File: src/rtl/pipe_hazard_pkg.sv
`default_nettype none
// ============================================================================
//  Module   : pipe_hazard_pkg
//  Brief    : Shared types and encodings for the pipeline hazard controller.
//  Revision : 1.0  initial release
// ============================================================================
package pipe_hazard_pkg;

    // Divider sequencer states
    typedef enum logic [1:0] {
        RUN  = 2'd0,
        BUSY = 2'd1,
        DONE = 2'd2
    } div_state_t;

    // E-stage forwarding selects
    localparam logic [1:0] FWD_RF = 2'b00;
    localparam logic [1:0] FWD_M  = 2'b01;
    localparam logic [1:0] FWD_W  = 2'b10;

    // memtoreg encoding of a load
    localparam logic [1:0] MEM_LOAD = 2'b01;

    // True when a memtoreg field marks a load instruction
    function automatic logic is_load(input logic [1:0] memtoreg);
        return (memtoreg == MEM_LOAD);
    endfunction

endpackage
`default_nettype wire

File: src/rtl/div_stall_timer.sv
`default_nettype none
// ============================================================================
//  Module   : div_stall_timer
//  Brief    : Multi-cycle divider stall sequencer. Holds E for DIV_CYCLES
//             cycles per div/divu and then flags the result as valid.
//  Revision : 1.0  initial release
// ============================================================================
import pipe_hazard_pkg::*;

module div_stall_timer #(
    parameter int DIV_CYCLES = 32
) (
    input  logic clk,
    input  logic rst,
    input  logic div_startE,
    input  logic exceptionM,
    output logic divstall,
    output logic div_doneE
);

    localparam int CNT_W = $clog2(DIV_CYCLES);
    // The RUN cycle that sees div_startE is itself the first stall cycle,
    // and the BUSY cycle where cnt reaches zero is the last one.
    localparam logic [CNT_W-1:0] CNT_LOAD = CNT_W'(DIV_CYCLES - 2);

    div_state_t       state_q, state_d;
    logic [CNT_W-1:0] cnt_q, cnt_d;

    // State and counter registers
    always_ff @(posedge clk or posedge rst) begin
        if (rst) begin
            state_q <= RUN;
            cnt_q   <= '0;
        end else begin
            state_q <= state_d;
            cnt_q   <= cnt_d;
        end
    end

    // Next-state logic; an exception in M aborts any division in flight
    always_comb begin
        state_d = state_q;
        cnt_d   = cnt_q;
        if (exceptionM) begin
            state_d = RUN;
            cnt_d   = '0;
        end else begin
            case (state_q)
                RUN: begin
                    if (div_startE) begin
                        state_d = BUSY;
                        cnt_d   = CNT_LOAD;
                    end
                end
                BUSY: begin
                    if (cnt_q == '0) begin
                        state_d = DONE;
                    end else begin
                        cnt_d = cnt_q - CNT_W'(1);
                    end
                end
                DONE: begin
                    // Same div still sits in E; it leaves at the next edge.
                    state_d = RUN;
                end
                default: begin
                    state_d = RUN;
                    cnt_d   = '0;
                end
            endcase
        end
    end

    // Stall while a division is being launched or is in progress
    always_comb begin
        divstall  = ((state_q == RUN) && div_startE) || (state_q == BUSY);
        div_doneE = (state_q == DONE);
    end

endmodule
`default_nettype wire

File: src/rtl/pipe_hazard_ctrl.sv
`default_nettype none
// ============================================================================
//  Module   : pipe_hazard_ctrl
//  Brief    : Hazard controller for the 5-stage MIPS pipeline: forwarding
//             selects, load-use / branch stalls, divider stalls and the
//             precise-exception flush.
//  Revision : 1.0  initial release
// ============================================================================
import pipe_hazard_pkg::*;

module pipe_hazard_ctrl #(
    parameter int REG_AW     = 5,
    parameter int DIV_CYCLES = 32
) (
    input  logic              clk,
    input  logic              rst,
    input  logic [REG_AW-1:0] rsD,
    input  logic [REG_AW-1:0] rtD,
    input  logic              branchD,
    input  logic [REG_AW-1:0] rsE,
    input  logic [REG_AW-1:0] rtE,
    input  logic [REG_AW-1:0] writeregE,
    input  logic              regwriteE,
    input  logic [1:0]        memtoregE,
    input  logic              div_startE,
    input  logic [REG_AW-1:0] writeregM,
    input  logic              regwriteM,
    input  logic [1:0]        memtoregM,
    input  logic              exceptionM,
    input  logic [REG_AW-1:0] writeregW,
    input  logic              regwriteW,
    output logic              forwardaD,
    output logic              forwardbD,
    output logic [1:0]        forwardaE,
    output logic [1:0]        forwardbE,
    output logic              stallF,
    output logic              stallD,
    output logic              stallE,
    output logic              stallM,
    output logic              stallW,
    output logic              flushF,
    output logic              flushD,
    output logic              flushE,
    output logic              flushM,
    output logic              flushW,
    output logic              div_doneE
);

    logic w_divstall;
    logic w_lwstall;
    logic w_brstall;
    logic w_br_hitE;
    logic w_br_hitM;

    div_stall_timer #(
        .DIV_CYCLES (DIV_CYCLES)
    ) u_div_timer (
        .clk        (clk),
        .rst        (rst),
        .div_startE (div_startE),
        .exceptionM (exceptionM),
        .divstall   (w_divstall),
        .div_doneE  (div_doneE)
    );

    // Branch comparator forwarding from M; $0 is never a producer
    always_comb begin
        forwardaD = (rsD != '0) && (rsD == writeregM) && regwriteM;
        forwardbD = (rtD != '0) && (rtD == writeregM) && regwriteM;
    end

    // ALU operand forwarding; the younger M result wins over W
    always_comb begin
        forwardaE = FWD_RF;
        forwardbE = FWD_RF;
        if ((rsE != '0) && regwriteM && (rsE == writeregM)) begin
            forwardaE = FWD_M;
        end else if ((rsE != '0) && regwriteW && (rsE == writeregW)) begin
            forwardaE = FWD_W;
        end
        if ((rtE != '0) && regwriteM && (rtE == writeregM)) begin
            forwardbE = FWD_M;
        end else if ((rtE != '0) && regwriteW && (rtE == writeregW)) begin
            forwardbE = FWD_W;
        end
    end

    // Load-use and compare-in-decode branch hazard detection
    always_comb begin
        w_lwstall = is_load(memtoregE) && (rtE != '0) &&
                    ((rtE == rsD) || (rtE == rtD));
        w_br_hitE = regwriteE && (writeregE != '0) &&
                    ((writeregE == rsD) || (writeregE == rtD));
        w_br_hitM = is_load(memtoregM) && (writeregM != '0) &&
                    ((writeregM == rsD) || (writeregM == rtD));
        w_brstall = branchD && (w_br_hitE || w_br_hitM);
    end

    // Stall/flush priority: exception, then divider, then load/branch hazards.
    // Everything is held low while reset is asserted.
    always_comb begin
        stallF = 1'b0;
        stallD = 1'b0;
        stallE = 1'b0;
        flushF = 1'b0;
        flushD = 1'b0;
        flushE = 1'b0;
        flushM = 1'b0;
        if (!rst) begin
            if (exceptionM) begin
                flushF = 1'b1;
                flushD = 1'b1;
                flushE = 1'b1;
                flushM = 1'b1;
            end else if (w_divstall) begin
                stallF = 1'b1;
                stallD = 1'b1;
                stallE = 1'b1;
                flushM = 1'b1;
            end else if (w_lwstall || w_brstall) begin
                stallF = 1'b1;
                stallD = 1'b1;
                flushE = 1'b1;
            end
        end
    end

    // Reserved controls: M and W never stall and W is never cleared
    assign stallM = 1'b0;
    assign stallW = 1'b0;
    assign flushW = 1'b0;

endmodule
`default_nettype wire

File: config.mk
export PLATFORM = sky130hd
export DESIGN_NAME = pipe_hazard_ctrl
export DESIGN_NICKNAME = d
export VERILOG_FILES = /design/src/rtl/pipe_hazard_pkg.sv /design/src/rtl/div_stall_timer.sv /design/src/rtl/pipe_hazard_ctrl.sv
export SDC_FILE = /design/constraint.sdc
export NUM_CORES = 1
export LEC_CHECK = 0
export ABC_CLOCK_PERIOD_IN_PS = 2800
export CAP_MARGIN = 20
export CELL_PAD_IN_SITES_DETAIL_PLACEMENT = 0
export CELL_PAD_IN_SITES_GLOBAL_PLACEMENT = 1
export CORE_AREA = 2 2 57 59
export CTS_CLUSTER_DIAMETER = 80
export DETAILED_ROUTE_END_ITERATION = 12
export DIE_AREA = 0 0 59 61
export DONT_BUFFER_PORTS = 1
export GPL_ROUTABILITY_DRIVEN = 0
export PLACE_DENSITY_LB_ADDON = 0.1
export SYNTH_ARGS = -nofsm -noshare
export SYNTH_HDL_FRONTEND = slang
export SYNTH_SLANG_ARGS = --single-unit
File: constraint.sdc
create_clock -name clk -period 2.8 [get_ports clk]
set_input_delay 0.56 -clock clk [delete_from_list [all_inputs] [get_ports clk]]
set_output_delay 0.56 -clock clk [all_outputs]
set_load 0.02 [all_outputs]
==> flow_metrics.env, run 1 <==
export IMPL_timing_rr_end="u_div_timer.cnt_q[3]"
export IMPL_worstSetupPathType="primary input to primary output"
export IMPL_power_leakage_nw=0.458
export IMPL_path_max_fanout=5
export IMPL_rr_worst_depth=7
export IMPL_boundaryPins=64
export IMPL_cts_root_buffer="clkbuf_4"
export IMPL_synth_top_family_by_area="XOR/XNOR gates"
export IMPL_nets=204
export IMPL_grt_pass1_vias=1082
export IMPL_clockBufferDepth=2
export IMPL_muxShareOfSynthArea_pct=1.65
export IMPL_rsz0062_at_grt="false"
export IMPL_cap_viol_max_count=0
export IMPL_drive_above_1_share_pct=8.39
export IMPL_maxSlewHeadroom_pct=30.5
export IMPL_top_layer_used="met4"
export IMPL_die_x_um=59
export IMPL_synthCells=161
export IMPL_period_needed_ps=2510
export IMPL_final_cells=188
export IMPL_cp_start_kind="primary input"
export IMPL_die_area_um2=3600
export IMPL_crit_path_end_kind="primary output"
export IMPL_p_per_area_nw_per_um2=319
export IMPL_synth_area_um2=1210
export IMPL_insertedDiodeCount=0
export IMPL_fmax_mhz=399
export IMPL_postCtsHoldBufs=0
export IMPL_r2r_slack_ps=960
export IMPL_setup_viol=0
export IMPL_ys_types=34
export IMPL_final_cell_mix="xnor2_1, xor2_1, nor2_1"
export IMPL_fin_util_pct=41.4
export IMPL_core_um2=2950
export IMPL_path_clk_slew_ps=60
export IMPL_hold_path_class="primary input to asynchronous set/reset pin"
export IMPL_post_cts_buffers=0
export IMPL_worstMarginPinSlew_ps=1030
export IMPL_final_common_cell="xnor2_1"
export IMPL_wl_met3_um=153
export IMPL_numClockSinks=7
export IMPL_hpwlAfterDp_um=2610
export IMPL_nFillCells=307
export IMPL_grt_pass1_wl_um=4810
export IMPL_dr_wl_met2_um=1660
export IMPL_slew_viol_final=0
export IMPL_ys_seq_area_share_pct=14.4
export IMPL_cts_tree="built"
export IMPL_synth_avg_cell_area_um2=7.54
export IMPL_setup_tns_ps=0
export IMPL_yosys_area_share_xor_xnor_pct=36.1
export IMPL_multiInputGateArea_um2=910
export IMPL_row_count=20
export IMPL_drc_errors=0
export IMPL_grt_start_max_net_pins=12
export IMPL_start_util_pct=41.1
export IMPL_drtPass1Iterations=4
export IMPL_ys_seq_elements=7
export IMPL_ir_drop_uv=104
export IMPL_port_buffers=0
export IMPL_area_growth_pct=0.824
export IMPL_yosysTopAreaCell="xnor2_1"
export IMPL_drt_wirelength_per_cell_um=16.6
export IMPL_track_usage_pct=17.5
export IMPL_status="finished clean"
export IMPL_vias_per_cell=5.86
export IMPL_synth_area_leaders="xnor2_1, xor2_1, dfrtp_1"
export IMPL_drt_initial_drc_count=55
export IMPL_finalHoldViolCount=0
export IMPL_r2r_start="u_div_timer.cnt_q[0]"
export IMPL_cts_resized=0
export IMPL_antenna_left=0
export IMPL_design_area_um2=1220
export IMPL_grt_overflow=0
export IMPL_wl_met1_um=1270
export IMPL_cts_buffers=3
export IMPL_crit_arrival_ps=1950
export IMPL_synth_fa_ha_area_share_pct=1.03
export IMPL_synth_compound_area_share_pct=10.0
export IMPL_clk_latency_ps=260
export IMPL_placed_cell_area_um2=1200
export IMPL_fin_crit_sh_pct=89.6
export IMPL_htree_num_levels=1
export IMPL_die_y_um=61
export IMPL_area_sequential_um2=175
export IMPL_finalClockSkew_ps=9.16
export IMPL_cp_data_required_time_ps=2240
export IMPL_synth_top_cell_area_share_pct=20.2
export IMPL_drt_total_wl_um=3120
export IMPL_synthSimpleGateAreaFrac_pct=24.8
export IMPL_vias=1102
export IMPL_ys_warn_count=0
export IMPL_dp_cells=184
export IMPL_antenna_found_initial=0
report_power, final:
| group | leakage, nW | internal, mW | switching, mW |
|---|---|---|---|
| Combinational | 0.352 | 0.0841 | 0.0797 |
| Sequential | 0.0905 | 0.115 | 0.0168 |
| Clock | 0.0150 | 0.0546 | 0.0407 |
| Total | 0.458 | 0.254 | 0.137 |
flip-flops by register name, indices dropped and copies added (netlist names):
register,cells
u_div_timer.state_q,2
u_div_timer.cnt_q,5
metal layers:
metal	up-vias	global-route usage, %
met5	-	0
met4	0	5.19
met3	5	2.56
met2	41	33.0
met1	526	20.4
li1	530	-
worst max path at each step:
stage,from,to,slack [ps],cells past startpoint
4_1_cts,rtE[4],forwardbE[1],270,5
6_report,writeregM[1],stallD,290,6
2_1_floorplan,rtE[3],forwardbE[1],10,5
3_5_place_dp,rtE[2],forwardbE[1],270,5
3_3_place_gp,writeregM[1],stallF,270,6
5_1_grt,writeregM[1],stallD,180,6
cell usage after synthesis:
library cell / instances
a2111oi_2: 1
a21oi_1: 6
a22o_1: 1
a22oi_1: 1
a2bb2oi_1: 1
buf_2: 2
buf_4: 5
buf_6: 3
clkbuf_1: 7
conb_1: 1
dfrtp_1: 7
ha_1: 1
inv_1: 9
mux2i_1: 2
nand2_1: 4
nand2b_1: 1
nand3_1: 6
nand4_1: 4
nor2_1: 13
nor2_2: 1
nor2b_1: 1
nor3_1: 11
nor3_2: 1
nor4_1: 7
o2111ai_1: 1
o211ai_1: 1
o21ai_0: 4
o22ai_1: 1
o41ai_1: 1
or3_1: 1
or4_1: 5
or4_4: 1
xnor2_1: 28
xor2_1: 22
kinds of logic after synthesis:
logic type,after synthesis
AND/OR/NAND/NOR,56
XOR/XNOR,50
buffers and inverters,26
AO/OA/AOI/OAI,18
flip-flops,7
multiplexers,2
adder cells (fa/ha/maj),1
other,1
critical path: stages:
cell	delay, ps
or4_1	530
o2111ai_1	190
a21oi_1	90
nor4_1	330
nor3_2	60
buf_4	180
metrics by stage:
| stage | setup WS, ps | hold slack [ps] | power [mW] |
|---|---|---|---|
| 2_1_floorplan | 10.0 | 363 | 0.296 |
| 3_3_place_gp | 268 | 403 | 0.293 |
| 3_5_place_dp | 271 | 401 | 0.297 |
| 4_1_cts | 270 | 130 | 0.392 |
| 5_1_grt | 184 | 142 | 0.420 |
| 6_report | 293 | 118 | 0.391 |
layout make-up:
class / instances / share of cell area [%]
clock buffer: 4 / 2.15
timing repair buffer: 5 / 3.07
multi-input combinational: 130 / 74.3
tap: 33 / 3.37
inverter: 9 / 2.76
sequential: 7 / 14.3
Note: power is estimated with default switching activity, not from simulation.
==> run 2: changes to the inputs <==
SKIP_LAST_GASP = 1   (was not set)
==> results of run 2 <==
Same layout as run 1: the final DEF is identical, and so are final timing and power.
==> run 3: changes to the inputs <==
TNS_END_PERCENT = 20   (was not set)
==> results of run 3 <==
Same layout as run 1: the final DEF is identical, and so are final timing and power.
